===== config.mk =====
export PLATFORM = sky130hd
export DESIGN_NAME = pc_gen_ras
export DESIGN_NICKNAME = d
export VERILOG_FILES = /design/src/rtl/pc_pkg.sv /design/src/rtl/ras_stack.sv /design/src/rtl/pc_gen_ras.sv
export SDC_FILE = /design/constraint.sdc
export NUM_CORES = 1
export LEC_CHECK = 0
export CORE_ASPECT_RATIO = 0.75
export CORE_MARGIN = 2
export CORE_UTILIZATION = 53
export DETAILED_ROUTE_END_ITERATION = 10
export PLACE_DENSITY = 0.81
export SYNTH_ARGS = -nofsm -noshare
export SYNTH_HDL_FRONTEND = slang
export SYNTH_SLANG_ARGS = --single-unit

===== constraint.sdc =====
create_clock -name clk -period 7.25 [get_ports clk]
set_input_delay 1.0875 -clock clk [delete_from_list [all_inputs] [get_ports clk]]
set_output_delay 1.0875 -clock clk [all_outputs]
set_load 0.1 [all_outputs]

===== src/rtl/pc_pkg.sv =====
// Shared constants for the fetch-PC generator: default vectors, sequential step
// and the next-PC source encoding used by the priority mux.
package pc_pkg;

    localparam logic [31:0] DEF_RESET_VEC  = 32'h0040_0000;
    localparam logic [31:0] DEF_EXC_VEC    = 32'h8000_0180;
    localparam int          DEF_INST_BYTES = 4;

    // Listed in priority order, highest first.
    typedef enum logic [2:0] {
        SEL_EXC,
        SEL_RDR,
        SEL_HOLD,
        SEL_RAS,
        SEL_JMP,
        SEL_SEQ
    } next_sel_e;

endpackage


===== src/rtl/ras_stack.sv =====
// Circular return-address stack. When full, a push overwrites the oldest entry.
// Clear drops the count but keeps the pointer and the entries.
module ras_stack #(
    parameter int XLEN      = 32,
    parameter int RAS_DEPTH = 4
) (
    input  logic                           clk,
    input  logic                           rst,
    input  logic                           push,
    input  logic                           pop,
    input  logic                           replace,
    input  logic                           clear,
    input  logic [XLEN-1:0]                wdata,
    output logic [XLEN-1:0]                top,
    output logic [$clog2(RAS_DEPTH+1)-1:0] count
);

    localparam int PW = $clog2(RAS_DEPTH);
    localparam int CW = $clog2(RAS_DEPTH + 1);

    logic [PW-1:0]   ptr;
    logic [PW-1:0]   ptr_inc;
    logic [PW-1:0]   ptr_dec;
    logic [XLEN-1:0] mem [RAS_DEPTH];

    // The pointer width equals log2 of the depth, so these wrap for free.
    assign ptr_inc = ptr + 1'b1;
    assign ptr_dec = ptr - 1'b1;
    assign top     = mem[ptr];

    // NOTE: the entries are reset because the stack is tiny and a known top
    // value simplifies debug. A deep stack should be left unreset.
    always_ff @(posedge clk or posedge rst) begin
        if (rst) begin
            ptr   <= '0;
            count <= '0;
            for (int i = 0; i < RAS_DEPTH; i++) begin
                mem[i] <= '0;
            end
        end else if (clear) begin
            count <= '0;
        end else if (push) begin
            ptr          <= ptr_inc;
            mem[ptr_inc] <= wdata;
            if (count != CW'(RAS_DEPTH)) begin
                count <= count + 1'b1;
            end
        end else if (pop && count != '0) begin
            ptr   <= ptr_dec;
            count <= count - 1'b1;
        end else if (replace) begin
            mem[ptr] <= wdata;
        end
    end

endmodule


===== src/rtl/pc_gen_ras.sv =====
// Fetch-PC register with a prioritised next-PC mux. Returns (jr $ra) are
// predicted from a RAS that each jal pushes.
module pc_gen_ras
    import pc_pkg::*;
#(
    parameter int              XLEN       = 32,
    parameter logic [XLEN-1:0] RESET_VEC  = XLEN'(DEF_RESET_VEC),
    parameter logic [XLEN-1:0] EXC_VEC    = XLEN'(DEF_EXC_VEC),
    parameter int              INST_BYTES = DEF_INST_BYTES,
    parameter int              RAS_DEPTH  = 4
) (
    input  logic                           clk,
    input  logic                           rst,
    input  logic                           stall,
    input  logic                           exc_req,
    input  logic                           redirect_valid,
    input  logic [XLEN-1:0]                redirect_pc,
    input  logic                           id_jump,
    input  logic [XLEN-1:0]                id_jump_pc,
    input  logic                           id_call,
    input  logic [XLEN-1:0]                id_link,
    input  logic                           id_ret,
    output logic [XLEN-1:0]                pc,
    output logic [XLEN-1:0]                pc_plus,
    output logic                           ras_hit,
    output logic [$clog2(RAS_DEPTH+1)-1:0] ras_count
);

    logic            act;
    logic            ras_valid;
    logic [XLEN-1:0] ras_top;
    logic [XLEN-1:0] next_pc;
    next_sel_e       sel;

    // Any stall, exception or redirect makes the ID-stage hints stale.
    assign act       = !stall && !exc_req && !redirect_valid;
    assign ras_valid = (ras_count != '0);
    assign ras_hit   = act && id_ret && ras_valid;
    assign pc_plus   = pc + XLEN'(INST_BYTES);

    always_comb begin
        if (exc_req) begin
            sel = SEL_EXC;
        end else if (redirect_valid) begin
            sel = SEL_RDR;
        end else if (stall) begin
            sel = SEL_HOLD;
        end else if (id_ret && ras_valid) begin
            sel = SEL_RAS;
        end else if (id_jump) begin
            sel = SEL_JMP;
        end else begin
            sel = SEL_SEQ;
        end
    end

    // NOTE: the default assignment before the case keeps this block latch-free.
    always_comb begin
        next_pc = pc_plus;
        case (sel)
            SEL_EXC:  next_pc = EXC_VEC;
            SEL_RDR:  next_pc = redirect_pc;
            SEL_HOLD: next_pc = pc;
            SEL_RAS:  next_pc = ras_top;
            SEL_JMP:  next_pc = id_jump_pc;
            default:  next_pc = pc_plus;
        endcase
    end

    // NOTE: sequential state uses non-blocking assignments only.
    always_ff @(posedge clk or posedge rst) begin
        if (rst) begin
            pc <= RESET_VEC;
        end else begin
            pc <= next_pc;
        end
    end

    // A call and a return in the same cycle replace the top entry in place.
    ras_stack #(
        .XLEN      (XLEN),
        .RAS_DEPTH (RAS_DEPTH)
    ) u_ras (
        .clk     (clk),
        .rst     (rst),
        .push    (act && id_call && !id_ret),
        .pop     (act && id_ret && !id_call),
        .replace (act && id_call && id_ret),
        .clear   (exc_req),
        .wdata   (id_link),
        .top     (ras_top),
        .count   (ras_count)
    );

endmodule

==> results.sh <==
export IMPL_power_leakage_uw=0.00480
export IMPL_portBuffers=171
export IMPL_wirelength_mm=25.2
export IMPL_netlist_top_cell_by_area="dfrtp_1"
export IMPL_die_w_um=154
export IMPL_cts_tree="done"
export IMPL_clock_skew_ns=0.00745
export IMPL_grt_pass1_vias=6781
export IMPL_r2r_start="u_ras.ptr[1]$_DFFE_PP0P_"
export IMPL_placed_cells=1085
export IMPL_grt_pass1_wl_mm=39.0
export IMPL_areaGrowthSynthToFinish_pct=26.5
export IMPL_core_area_um2=16700
export IMPL_fin_setup_tns_ns=0
export IMPL_drt_iter0_drc=760
export IMPL_cp_max_fo=32
export IMPL_fill_cells=1195
export IMPL_drc=0
export IMPL_grt_total_usage=0.288
export IMPL_die_y_um=117
export IMPL_rsz0062_at_grt="no"
export IMPL_avgSynthCellArea_um2=12.1
export IMPL_hold_viol=0
export IMPL_synth_ff_type="dfrtp_1"
export IMPL_ys_seq_area_frac=0.461
export IMPL_clkTransAtPathRegs_ns=0.06
export IMPL_power_density_nw_per_um2=321
export IMPL_slew_headroom=0.300
export IMPL_wire_per_inst_um=22.6
export IMPL_use_met2=0.439
export IMPL_fin_crit_sh=0.657
export IMPL_cts_buffers=17
export IMPL_worst_slew_pin_slew_ns=1.05
export IMPL_post_cts_setup_buffer_count=0
export IMPL_cap_violations=0
export IMPL_cts_buffer_depth=2
export IMPL_drive_above_1_share=0.244
export IMPL_hpwlAfterDp_mm=17.7
export IMPL_netlist_area_um2=8950
export IMPL_hold_start="u_ras.mem[121]$_DFFE_PP0P_"
export IMPL_setup_viol=0
export IMPL_clkLatencyLatePin_ns=0.43
export IMPL_antenna_found_initial=0
export IMPL_place_congestion=0.926
export IMPL_cts_resized=0
export IMPL_yosys_register_bits=165
export IMPL_end_kind="output pin"
export IMPL_rows=41
export IMPL_start_kind="input pin"
export IMPL_cts_hold_buf=0
export IMPL_clock_sinks=165
export IMPL_synth_area_top_cells="dfrtp_1 46%, mux2_2 15%, mux4_2 8.1%"
export IMPL_ir_worst_vdd_mv=0.197
export IMPL_dr_pass1_iters=6
export IMPL_timing_fmax_mhz=210
export IMPL_drtAntennaViolNets=0
export IMPL_hold_class="reg2reg"
export IMPL_ios=172
export IMPL_required_ns=6.16
export IMPL_gr_total_overflow=0
export IMPL_critPathArrivalTime_ns=3.67
export IMPL_via_per_inst=6.21
export IMPL_synthCells=737
export IMPL_r2r_setup_slack_ns=4.35
export IMPL_synth_edff_count=0
export IMPL_async_flop_share=1.00
export IMPL_cts_max_level=4
export IMPL_stdcell_count=1116
export IMPL_synth_nets=849
export IMPL_yosysWarnings=0
export IMPL_layout_nets=1001
export IMPL_finalCriticalPeriod_ns=4.76
export IMPL_met1_usage=0.414
export IMPL_slew_violations=0
export IMPL_busiest_layer="met2"
export IMPL_ys_types=70
export IMPL_grt_max_degree=115
export IMPL_use_met3=0.0620
export IMPL_route_vias_total=6931
export IMPL_yosysTopAreaCellShare=0.458
export IMPL_status="finished, final reports clean"
export IMPL_root_buffer="clkbuf_16"
export IMPL_initial_core_util=0.537
export IMPL_crit_path_start="exc_req"
export IMPL_path_class="in2out"
export IMPL_die_area_um2=18000
-- worst paths after layout --
check,endpoint,depth (start not counted)
min in group asynchronous,u_ras.mem[82]$_DFFE_PP0P_,2
hold reg to reg,u_ras.mem[121]$_DFFE_PP0P_,1
setup / recovery,ras_hit,5
setup reg to reg,u_ras.mem[34]$_DFFE_PP0P_,6
max in group asynchronous,pc[3]$_DFFE_PP0P_,3
hold / removal,u_ras.mem[121]$_DFFE_PP0P_,1
-- registers in the layout (all words and copies together), names as in the netlist --
register	flops
u_ras.mem	128
pc	32
u_ras.count	3
u_ras.ptr	2
-- layout by cell type, fill, tap and decap left out, types with 7 or more instances in the layout --
cell type,instances
ha_1,7
xnor2_1,19
nor3_1,19
nand2_1,36
mux2i_1,12
clkdlybuf4s50_1,171
buf_4,13
a21oi_1,45
inv_1,14
and3_1,13
dfrtp_1,163
nor2_1,22
xor2_1,12
a31oi_1,7
o21ai_0,25
o21a_1,7
mux4_2,32
clkbuf_16,17
mux2_1,9
nand3_1,21
mux2_2,119
-- cell usage after synthesis (all sizes together), types with 15 or more instances --
master and count:
xnor2 19, buf 38, nand3 23, dfrtp 164, mux2 128, mux4 32, a21oi 46, inv 15
nor3 23, nor2 28, o21ai 26, nand2 36
-- critical path: stages --
cell and delay [ns]:
clkdlybuf4s50_1 0.40, buf_4 0.24, or3_1 0.43, nor2_2 0.30, clkdlybuf4s50_1 1.19
-- cell type report --
| type | instances | area, um^2 | share of cell area |
|---|---|---|---|
| antenna | 1 | 2.50 | 0.000221 |
| clock buffer | 18 | 429 | 0.0379 |
| clock inverter | 12 | 125 | 0.0110 |
| inverter | 15 | 61.3 | 0.00541 |
| multi-input combinational | 506 | 4500 | 0.397 |
| sequential | 165 | 4130 | 0.365 |
| tap | 215 | 269 | 0.0237 |
| timing repair buffer | 184 | 1810 | 0.160 |
-- per-layer routing --
| layer | vias to the layer above | part of all wire | routed length [um] |
|---|---|---|---|
| li1 | 3051 | - | - |
| met3 | 49 | 0.080 | 2020 |
| met5 | - | 0 | 0 |
| met1 | 3484 | 0.44 | 11100 |
| met2 | 347 | 0.45 | 11400 |
| met4 | 0 | 0.026 | 665 |
-- where the power goes --
group          switching, uW  internal, uW
Clock                    394           477
Combinational            699           631
Sequential               194          1250
Total                   1290          2350
-- metrics by stage --
stage / setup WS [ns] / util / hold slack (ns) / power (uW) / area [um^2]
2_1_floorplan: 1.70 / - / 0.452 / 2380 / 8950
3_3_place_gp: 2.55 / 0.646 / 0.465 / 2710 / 10800
3_5_place_dp: 2.52 / 0.646 / 0.471 / 2770 / 10800
4_1_cts: 2.49 / 0.679 / 0.492 / 3650 / 11300
5_1_grt: 2.43 / 0.679 / 0.515 / 3800 / 11300
6_report: 2.49 / 0.679 / 0.488 / 3640 / 11300
-- kinds of logic (layout without fill, tap and decap cells) --
logic type      Yosys count  after routing  share of synthesized area
mux                     172            172                      0.255
xor+xnor                 31             31                     0.0303
compound gates          135            135                      0.101
simple gates            160            160                      0.103
buf+inv                  66            229                     0.0372
fa+ha+maj                 8              8                     0.0120
other cells               0              1                          0
flops                   165            165                      0.461
Power figures use the tool's default switching activity.
